## src/rtl/accel_cmd_scheduler.sv

```systemverilog
// rtl/accel_cmd_scheduler.sv - routes front-end commands to two engines and merges their responses
module accel_cmd_scheduler #(
    parameter int ID_WIDTH        = 12,
    parameter int REQ_DATA_WIDTH  = 256,
    parameter int RESP_DATA_WIDTH = 64,
    parameter int MAX_OUTSTANDING = 4
) (
    input  logic                       clk,
    input  logic                       rst_b,
    input  logic                       cfg_enable,
    output logic                       sched_idle,
    input  logic                       accel_cmd_valid,
    input  logic [4:0]                 accel_cmd_opcode,
    input  logic [7:0]                 accel_cmd_hint,
    input  logic [ID_WIDTH-1:0]        accel_cmd_id,
    input  logic [31:0]                accel_cmd_insn,
    input  logic [REQ_DATA_WIDTH-1:0]  accel_cmd_data,
    output logic                       accel_cmd_ready,
    output logic [1:0]                 eng_cmd_valid,
    input  logic [1:0]                 eng_cmd_ready,
    output logic [7:0]                 eng_cmd_hint,
    output logic [ID_WIDTH-1:0]        eng_cmd_id,
    output logic [31:0]                eng_cmd_insn,
    output logic [REQ_DATA_WIDTH-1:0]  eng_cmd_data,
    input  logic [1:0]                 eng_resp_valid,
    output logic [1:0]                 eng_resp_ready,
    input  logic [ID_WIDTH-1:0]        eng0_resp_id,
    input  logic [ID_WIDTH-1:0]        eng1_resp_id,
    input  logic [RESP_DATA_WIDTH-1:0] eng0_resp_data,
    input  logic [RESP_DATA_WIDTH-1:0] eng1_resp_data,
    output logic                       accel_resp_valid,
    output logic [ID_WIDTH-1:0]        accel_resp_id,
    output logic [RESP_DATA_WIDTH-1:0] accel_resp_data,
    output logic [3:0]                 outstanding_cnt
);

    typedef enum logic [1:0] {
        ST_IDLE  = 2'd0,
        ST_RUN   = 2'd1,
        ST_DRAIN = 2'd2
    } state_t;

    localparam logic [3:0] MAX_CNT = 4'(MAX_OUTSTANDING);

    state_t     state;
    state_t     state_nxt;
    logic [3:0] cnt_nxt;
    logic       rr_ptr;
    logic       tgt;
    logic       can_issue;
    logic       accept;
    logic [1:0] grant;
    logic       grant_any;
    logic       grant_idx;
    logic       unused_opcode_bits;

    // Only opcode[4] selects the engine; the remaining bits belong to the engines.
    assign tgt                = accel_cmd_opcode[4];
    assign unused_opcode_bits = ^accel_cmd_opcode[3:0];

    assign eng_cmd_hint = accel_cmd_hint;
    assign eng_cmd_id   = accel_cmd_id;
    assign eng_cmd_insn = accel_cmd_insn;
    assign eng_cmd_data = accel_cmd_data;

    assign accept = accel_cmd_valid & accel_cmd_ready;

    // Round-robin only matters on contention; a lone requester still moves the pointer.
    always_comb begin
        grant_idx = 1'b0;
        if (eng_resp_valid == 2'b11) begin
            grant_idx = rr_ptr;
        end else begin
            grant_idx = eng_resp_valid[1];
        end
    end

    assign grant_any      = |eng_resp_valid;
    assign grant          = grant_any ? (grant_idx ? 2'b10 : 2'b01) : 2'b00;
    assign eng_resp_ready = grant;

    // A spurious response at zero count is forwarded but must not underflow.
    always_comb begin
        cnt_nxt = outstanding_cnt;
        if (accept && !grant_any) begin
            cnt_nxt = outstanding_cnt + 4'd1;
        end else if (grant_any && !accept && (outstanding_cnt != 4'd0)) begin
            cnt_nxt = outstanding_cnt - 4'd1;
        end
    end

    always_ff @(posedge clk or negedge rst_b) begin
        if (!rst_b) begin
            state <= ST_IDLE;
        end else begin
            state <= state_nxt;
        end
    end

    always_comb begin
        state_nxt = state;
        case (state)
            ST_IDLE: begin
                if (cfg_enable) begin
                    state_nxt = ST_RUN;
                end
            end
            ST_RUN: begin
                if (!cfg_enable) begin
                    state_nxt = (cnt_nxt != 4'd0) ? ST_DRAIN : ST_IDLE;
                end
            end
            ST_DRAIN: begin
                if (cnt_nxt == 4'd0) begin
                    state_nxt = ST_IDLE;
                end
            end
            default: state_nxt = ST_IDLE;
        endcase
    end

    always_comb begin
        can_issue       = (state == ST_RUN) && (outstanding_cnt < MAX_CNT);
        accel_cmd_ready = can_issue & eng_cmd_ready[tgt];
        eng_cmd_valid   = 2'b00;
        if (accel_cmd_valid && can_issue) begin
            eng_cmd_valid = tgt ? 2'b10 : 2'b01;
        end
        sched_idle = (state == ST_IDLE) && (outstanding_cnt == 4'd0);
    end

    always_ff @(posedge clk or negedge rst_b) begin
        if (!rst_b) begin
            outstanding_cnt <= 4'd0;
            rr_ptr          <= 1'b0;
        end else begin
            outstanding_cnt <= cnt_nxt;
            if (grant_any) begin
                rr_ptr <= ~grant_idx;
            end
        end
    end

    // Id/data hold between responses so a reader sees the last forwarded value.
    always_ff @(posedge clk or negedge rst_b) begin
        if (!rst_b) begin
            accel_resp_valid <= 1'b0;
            accel_resp_id    <= '0;
            accel_resp_data  <= '0;
        end else begin
            accel_resp_valid <= grant_any;
            if (grant_any) begin
                accel_resp_id   <= grant_idx ? eng1_resp_id : eng0_resp_id;
                accel_resp_data <= grant_idx ? eng1_resp_data : eng0_resp_data;
            end
        end
    end

endmodule

```

## config.mk

```make
export PLATFORM = sky130hd
export DESIGN_NAME = accel_cmd_scheduler
export DESIGN_NICKNAME = d
export VERILOG_FILES = /design/src/rtl/accel_cmd_scheduler.sv
export SDC_FILE = /design/constraint.sdc
export NUM_CORES = 1
export LEC_CHECK = 0
export CORE_AREA = 2 2 338 340
export CTS_BUF_LIST = sky130_fd_sc_hd__clkbuf_16
export CTS_CLUSTER_DIAMETER = 120
export DETAILED_ROUTE_END_ITERATION = 10
export DIE_AREA = 0 0 340 342
export PLACE_DENSITY = 0.3
export SYNTH_ARGS = -nofsm -noshare
export SYNTH_HDL_FRONTEND = slang
export SYNTH_SLANG_ARGS = --single-unit
```

## constraint.sdc

```tcl
create_clock -name clk -period 4.2 [get_ports clk]
set_input_delay 0.63 -clock clk [delete_from_list [all_inputs] [get_ports clk]]
set_output_delay 0.63 -clock clk [all_outputs]
set_load 0.05 [all_outputs]
```

==> impl_metrics.json, run 1 <==
{
  "outcome": "completed",
  "syn2layout_area_growth_pct": 37.8,
  "max_stage_delay_ns": 0.84,
  "cts_root_buffer": "clkbuf_16",
  "slew_headroom_pct": 30.7,
  "dieArea_sq_um": 116000,
  "cp_slowest_cell": "clkdlybuf4s50_1",
  "grt_pass1_wl_mm": 46.3,
  "vias": 4147,
  "cp-end-kind": "output port",
  "wire_per_inst_um": 17.7,
  "grt_max_degree": 77,
  "antenna_found_initial": 0,
  "die_h_um": 342,
  "core_sq_um": 113000,
  "netlist_area_sq_um": 6100,
  "crit_buf_inv": 2,
  "crit_chain": "inv_1 -> ha_1 -> nor3b_1 -> nor3b_1 -> clkdlybuf4s50_1",
  "rsz0062_at_grt": "false",
  "path_max_fanout": 7,
  "min-delay-path-class": "input port to async pin",
  "fillers": 13200,
  "cts_setup_buffers": 0,
  "cts.htree.levels": 3,
  "synth_top_area_share_pct": 37.9,
  "drv_slew": 0,
  "cts_buffers": 9,
  "cts.repair.resized": 0,
  "drt-total-wl_mm": 36.5,
  "required_ns": 3.57,
  "crit_type": "flop to output port",
  "place_area_sq_um": 8080,
  "first_iter_violations": 132,
  "clockBufferDepth": 2,
  "synth_commonest_cells": "buf_4, dfrtp_1, a21o_1, a22o_1",
  "worstMarginPinSlew_ns": 1.04,
  "ir_drop_v": 0.000158,
  "maxClockFrequency_mhz": 306,
  "fin_skew_ns": 0.0242,
  "ant_nets": 0,
  "die_w_um": 340,
  "clkLatencyLatePin_ns": 0.40,
  "drt_first_pass_iters": 4,
  "yosysWarnings": 0,
  "min_period_ns": 3.27,
  "synth_edf_count": 0,
  "rows": 124,
  "layout_worst_path_cycle_share_pct": 77.8,
  "dpl.cell_count": 2046,
  "syn_nets": 1092,
  "critPathLaunchType": "flop",
  "track_usage_pct": 6.04,
  "yosys.cell_types.count": 37,
  "drc_errors": 0,
  "ys_ff_latch": 84,
  "cts_tree": "yes",
  "cts.sinks": 84,
  "gp_congestion": 0.834,
  "fin_area_sq_um": 8410,
  "p_leak_nw": 3.15,
  "yosys.area.top_type": "buf_4",
  "cpMostUsedCell": "nor3b_1",
  "cp_top_family": "buffers and inverters",
  "hold_viol_final": 0,
  "io_pins": 868,
  "via_per_inst": 2.01,
  "start_util_pct": 5.40,
  "setup_tns_ns": 0,
  "layout.nets": 1020,
  "first_global_vias": 4609,
  "yosysMostFrequentCell": "buf_4",
  "netlist_instances": 617,
  "ctsHoldBuffers": 0,
  "ys_top_cells_by_area": "buf_4, dfrtp_1, a22o_1",
  "ys.flop_type": "dfrtp_1",
  "syn_avg_cell_area_sq_um": 9.89,
  "path_clk_slew_ns": 0.08,
  "overflow": 0,
  "setup_viol": 0,
  "async_flop_share_pct": 100,
  "p_per_area_nw_per_um2": 388,
  "hpwlAfterDp_mm": 30.1,
  "layoutNonFillerInstCount": 2062,
  "p_total_mw": 3.26,
  "arrival_ns": 2.64,
  "drive_above_1_share_pct": 5.64,
  "seq_area_frac_synth_pct": 34.4,
  "antenna_cells": 0,
  "port_buffers": 247,
  "cap_violations": 0
}
## through the flow
step	setup WS, ns	utilization, %	hold WS, ns
floorplan	1.17	-	0.334
global placement	1.08	7.15	0.550
detailed placement	1.10	7.15	0.515
CTS	0.827	7.44	0.364
global route	0.718	7.44	0.401
finish	0.932	7.44	0.355
## sequential cells by signal, summed over array words and instances (netlist names)
register and cells:
accel_resp_data 64, accel_resp_id 12, outstanding_cnt 4, state 2, accel_resp_valid 1, rr_ptr 1
## final timing paths
kind / cells after the start / endpoint / from / slack (ns)
max: 5 / sched_idle / outstanding_cnt[0] / 0.93
min: 1 / accel_resp_data[45] / rst_b / 0.35
max reg2reg: 5 / accel_resp_id[5] / rr_ptr / 2.12
min reg2reg: 2 / rr_ptr / rr_ptr / 0.52
max in group asynchronous: 2 / accel_resp_data[48] / rst_b / 2.91
min in group clk: 2 / rr_ptr / rr_ptr / 0.52
## layout by cell type, fill, tap and decap left out, drive strengths merged, types with 3 or more instances in the layout
cell type	count
o21ai	3
nor2	3
dfrtp	84
clkdlybuf4s50	246
clkbuf	9
a21o	76
nand2	3
and2	4
buf	6
a22o	76
inv	7
## final cells by class
cell class                 count  area [sq um]  share of cell area, %
sequential                    84          2100                   25.0
clock inverter                 7           104                   1.23
timing repair buffer         252          2510                   29.8
multi-input combinational    194          1570                   18.6
inverter                       4          15.0                  0.178
tap                         1512          1890                   22.5
clock buffer                   9           225                   2.68
## per-layer routing
layer / GRT usage (%) / share of wire [%] / vias to the layer above
li1: - / - / 1643
met1: 3.54 / 22 / 1824
met2: 10.1 / 48 / 545
met3: 6.24 / 22 / 131
met4: 4.98 / 8.7 / 4
met5: 0.449 / 0.20 / -
## kinds of logic after synthesis
| kind of cell | after synthesis | synth area share, % |
|---|---|---|
| compound gates | 164 | 21.7 |
| xor+xnor | 1 | 0.143 |
| fa+ha+maj | 2 | 0.410 |
| buf+inv | 339 | 40.1 |
| flops | 84 | 34.4 |
| mux | 3 | 0.574 |
| simple gates | 24 | 2.62 |
## power breakdown
part / total, mW / switching (mW) / internal, mW / leakage (nW)
clock network: 0.975 / 0.444 / 0.531 / 0.155
logic: 1.24 / 0.724 / 0.519 / 1.99
registers: 1.04 / 0.112 / 0.932 / 1.00
total: 3.26 / 1.28 / 1.98 / 3.15
No activity file was read; power rests on OpenSTA's default activity.
==> inputs of run 2 (changes only) <==
- CORE_AREA: 2 2 338 340 -> 2 2 340 342
- DIE_AREA: 0 0 340 342 -> 0 0 342 344
- clock period: 4.2 -> 3.2 ns (I/O delays scaled with it)
==> run 2 against run 1 <==
  * Global-route usage shrank 0.15 points
  * Clock skew increased by 0.0015 ns
  * Utilization barely moved
  * Sequential share of layout area decreased by 0.10 points
  * Via count is 0.29% lower
  * Sequential power is 32% higher
  * Count of clock-buffer cells in the layout stayed put
  * Critical path depth unchanged
  * Critical path type unchanged
==> impl_metrics.json, run 2 (same netlist as run 1, synthesis figures left out) <==
{
  "slew_headroom_pct": 44.8,
  "layout.nets": 1021,
  "cts_setup_buffers": 0,
  "arrival_ns": 2.33,
  "endpoint": "sched_idle",
  "crit_buf_inv": 2,
  "ir_drop_v": 0.000193,
  "ctsHoldBuffers": 0,
  "outcome": "completed",
  "critPathLaunchType": "flop",
  "required_ns": 2.72,
  "wire_per_inst_um": 17.5,
  "min_period_ns": 2.81,
  "worst-r2r-cell-count": 6,
  "most-common-layout-cells": "clkdlybuf4s50_1, dfrtp_1, a22o_1, a21o_1, clkbuf_16",
  "reg.largest.list": "accel_resp_data x64, accel_resp_id x12, outstanding_cnt x4",
  "largest_register": "accel_resp_data",
  "ant_nets": 0,
  "die_w_um": 342,
  "setup_tns_ns": 0,
  "final_util_pct": 7.42,
  "io_pins": 868,
  "crit_type": "flop to output port",
  "fin_area_sq_um": 8450,
  "cts.htree.levels": 3,
  "p_leak_nw": 3.17,
  "dieArea_sq_um": 118000,
  "cts_root_buffer": "clkbuf_16",
  "fin_skew_ns": 0.0257,
  "setup_ws_ns": 0.394,
  "drv_slew": 0,
  "hold-worst-slack_ns": 0.0766,
  "rows": 124,
  "crit_chain": "inv_1 -> ha_1 -> nor3b_1 -> nor3b_1 -> dlygate4sd2_1",
  "worstMarginPinSlew_ns": 0.828,
  "regToRegSetupSlack_ns": 1.29,
  "dpl.cell_count": 2047,
  "largest_register_ffs": 64,
  "path_clk_slew_ns": 0.09,
  "via_per_inst": 2.00,
  "antenna_found_initial": 0,
  "layoutNonFillerInstCount": 2066,
  "first_iter_violations": 119,
  "layout_commonest_cell": "clkdlybuf4s50_1",
  "path_max_fanout": 7,
  "cp_slowest_cell": "dlygate4sd2_1",
  "cts_tree": "yes",
  "place_ws_ns": 0.453,
  "crit_cells": 5,
  "max_stage_delay_ns": 0.56,
  "gp_congestion": 0.816,
  "cp_top_family": "buffers and inverters",
  "r2r_start": "outstanding_cnt[0]",
  "drc_errors": 0,
  "drive_above_1_share_pct": 5.99,
  "grt_pass1_wl_mm": 45.3,
  "cap_violations": 0,
  "maxClockFrequency_mhz": 356,
  "hpwlAfterDp_mm": 30.1,
  "drt-total-wl_mm": 36.2,
  "vias": 4135,
  "p_per_area_nw_per_um2": 496,
  "start_util_pct": 5.36,
  "port_buffers": 247,
  "cts.sinks": 84,
  "core_sq_um": 114000,
  "cpMostUsedCell": "nor3b_1",
  "rsz0062_at_grt": "false",
  "crit_start": "outstanding_cnt[0]",
  "clkLatencyLatePin_ns": 0.40,
  "die_h_um": 344,
  "cp-end-kind": "output port",
  "p_total_mw": 4.19,
  "cts_buffers": 9,
  "hold_viol_final": 0,
  "syn2layout_area_growth_pct": 38.4,
  "setup_viol": 0,
  "grt_max_degree": 77,
  "drt_first_pass_iters": 4,
  "r2r-end": "state[1]",
  "clockBufferDepth": 2,
  "track_usage_pct": 5.89,
  "place_area_sq_um": 8140,
  "first_global_vias": 4622,
  "min-delay-path-class": "input port to async pin",
  "layout_worst_path_cycle_share_pct": 87.7,
  "overflow": 0
}
==> run 2: area by class of cell <==
class / count / area (sq um)
Fill cell: 13300 / 105000
Multi-Input combinational cell: 194 / 1570
Sequential cell: 84 / 2100
Timing Repair Buffer: 253 / 2560
Clock buffer: 9 / 225
Antenna cell: 3 / 7.51
Inverter: 4 / 15.0
Clock inverter: 7 / 76.3
Tap cell: 1512 / 1890
==> run 2: how the worst min path moves through the flow <==
stage / from / end / slack [ns] / cells after the start
global placement: rr_ptr / rr_ptr / 0.53 / 2
finish: rst_b / accel_resp_data[2] / 0.08 / 1
global route: rst_b / accel_resp_data[21] / 0.09 / 1
CTS: rst_b / accel_resp_data[46] / 0.07 / 1
floorplan: rst_b / accel_resp_data[0] / 0.18 / 0
detailed placement: rr_ptr / rr_ptr / 0.52 / 2
==> run 2: per-layer routing <==
metal / routed length [um] / global-route usage (%) / vias up
met3: 8080 / 5.96 / 131
met5: 87 / 0.521 / -
met2: 17800 / 10.2 / 520
li1: - / - / 1657
met1: 7610 / 3.36 / 1825
met4: 2630 / 4.49 / 2
==> run 2: worst register-to-register path, stage by stage (launching register included) <==
cell,delay [ns]
dfrtp_1,0.46
inv_1,0.12
ha_1,0.21
nor3b_1,0.33
a311oi_1,0.15
a211o_1,0.32
a32o_1,0.22
==> run 2: repair_timing <==
action,in CTS,in global routing
endpoints found under the setup margin,1,0
resized for setup,1,0
endpoints found under the hold margin,0,0
==> run 2: power breakdown <==
part | total [mW] | internal [mW] | switching, mW | leakage [nW]
Clock | 1.18 | 0.559 | 0.622 | 0.149
Sequential | 1.37 | 1.22 | 0.148 | 1.00
Combinational | 1.64 | 0.689 | 0.950 | 2.02
Total | 4.19 | 2.47 | 1.72 | 3.17
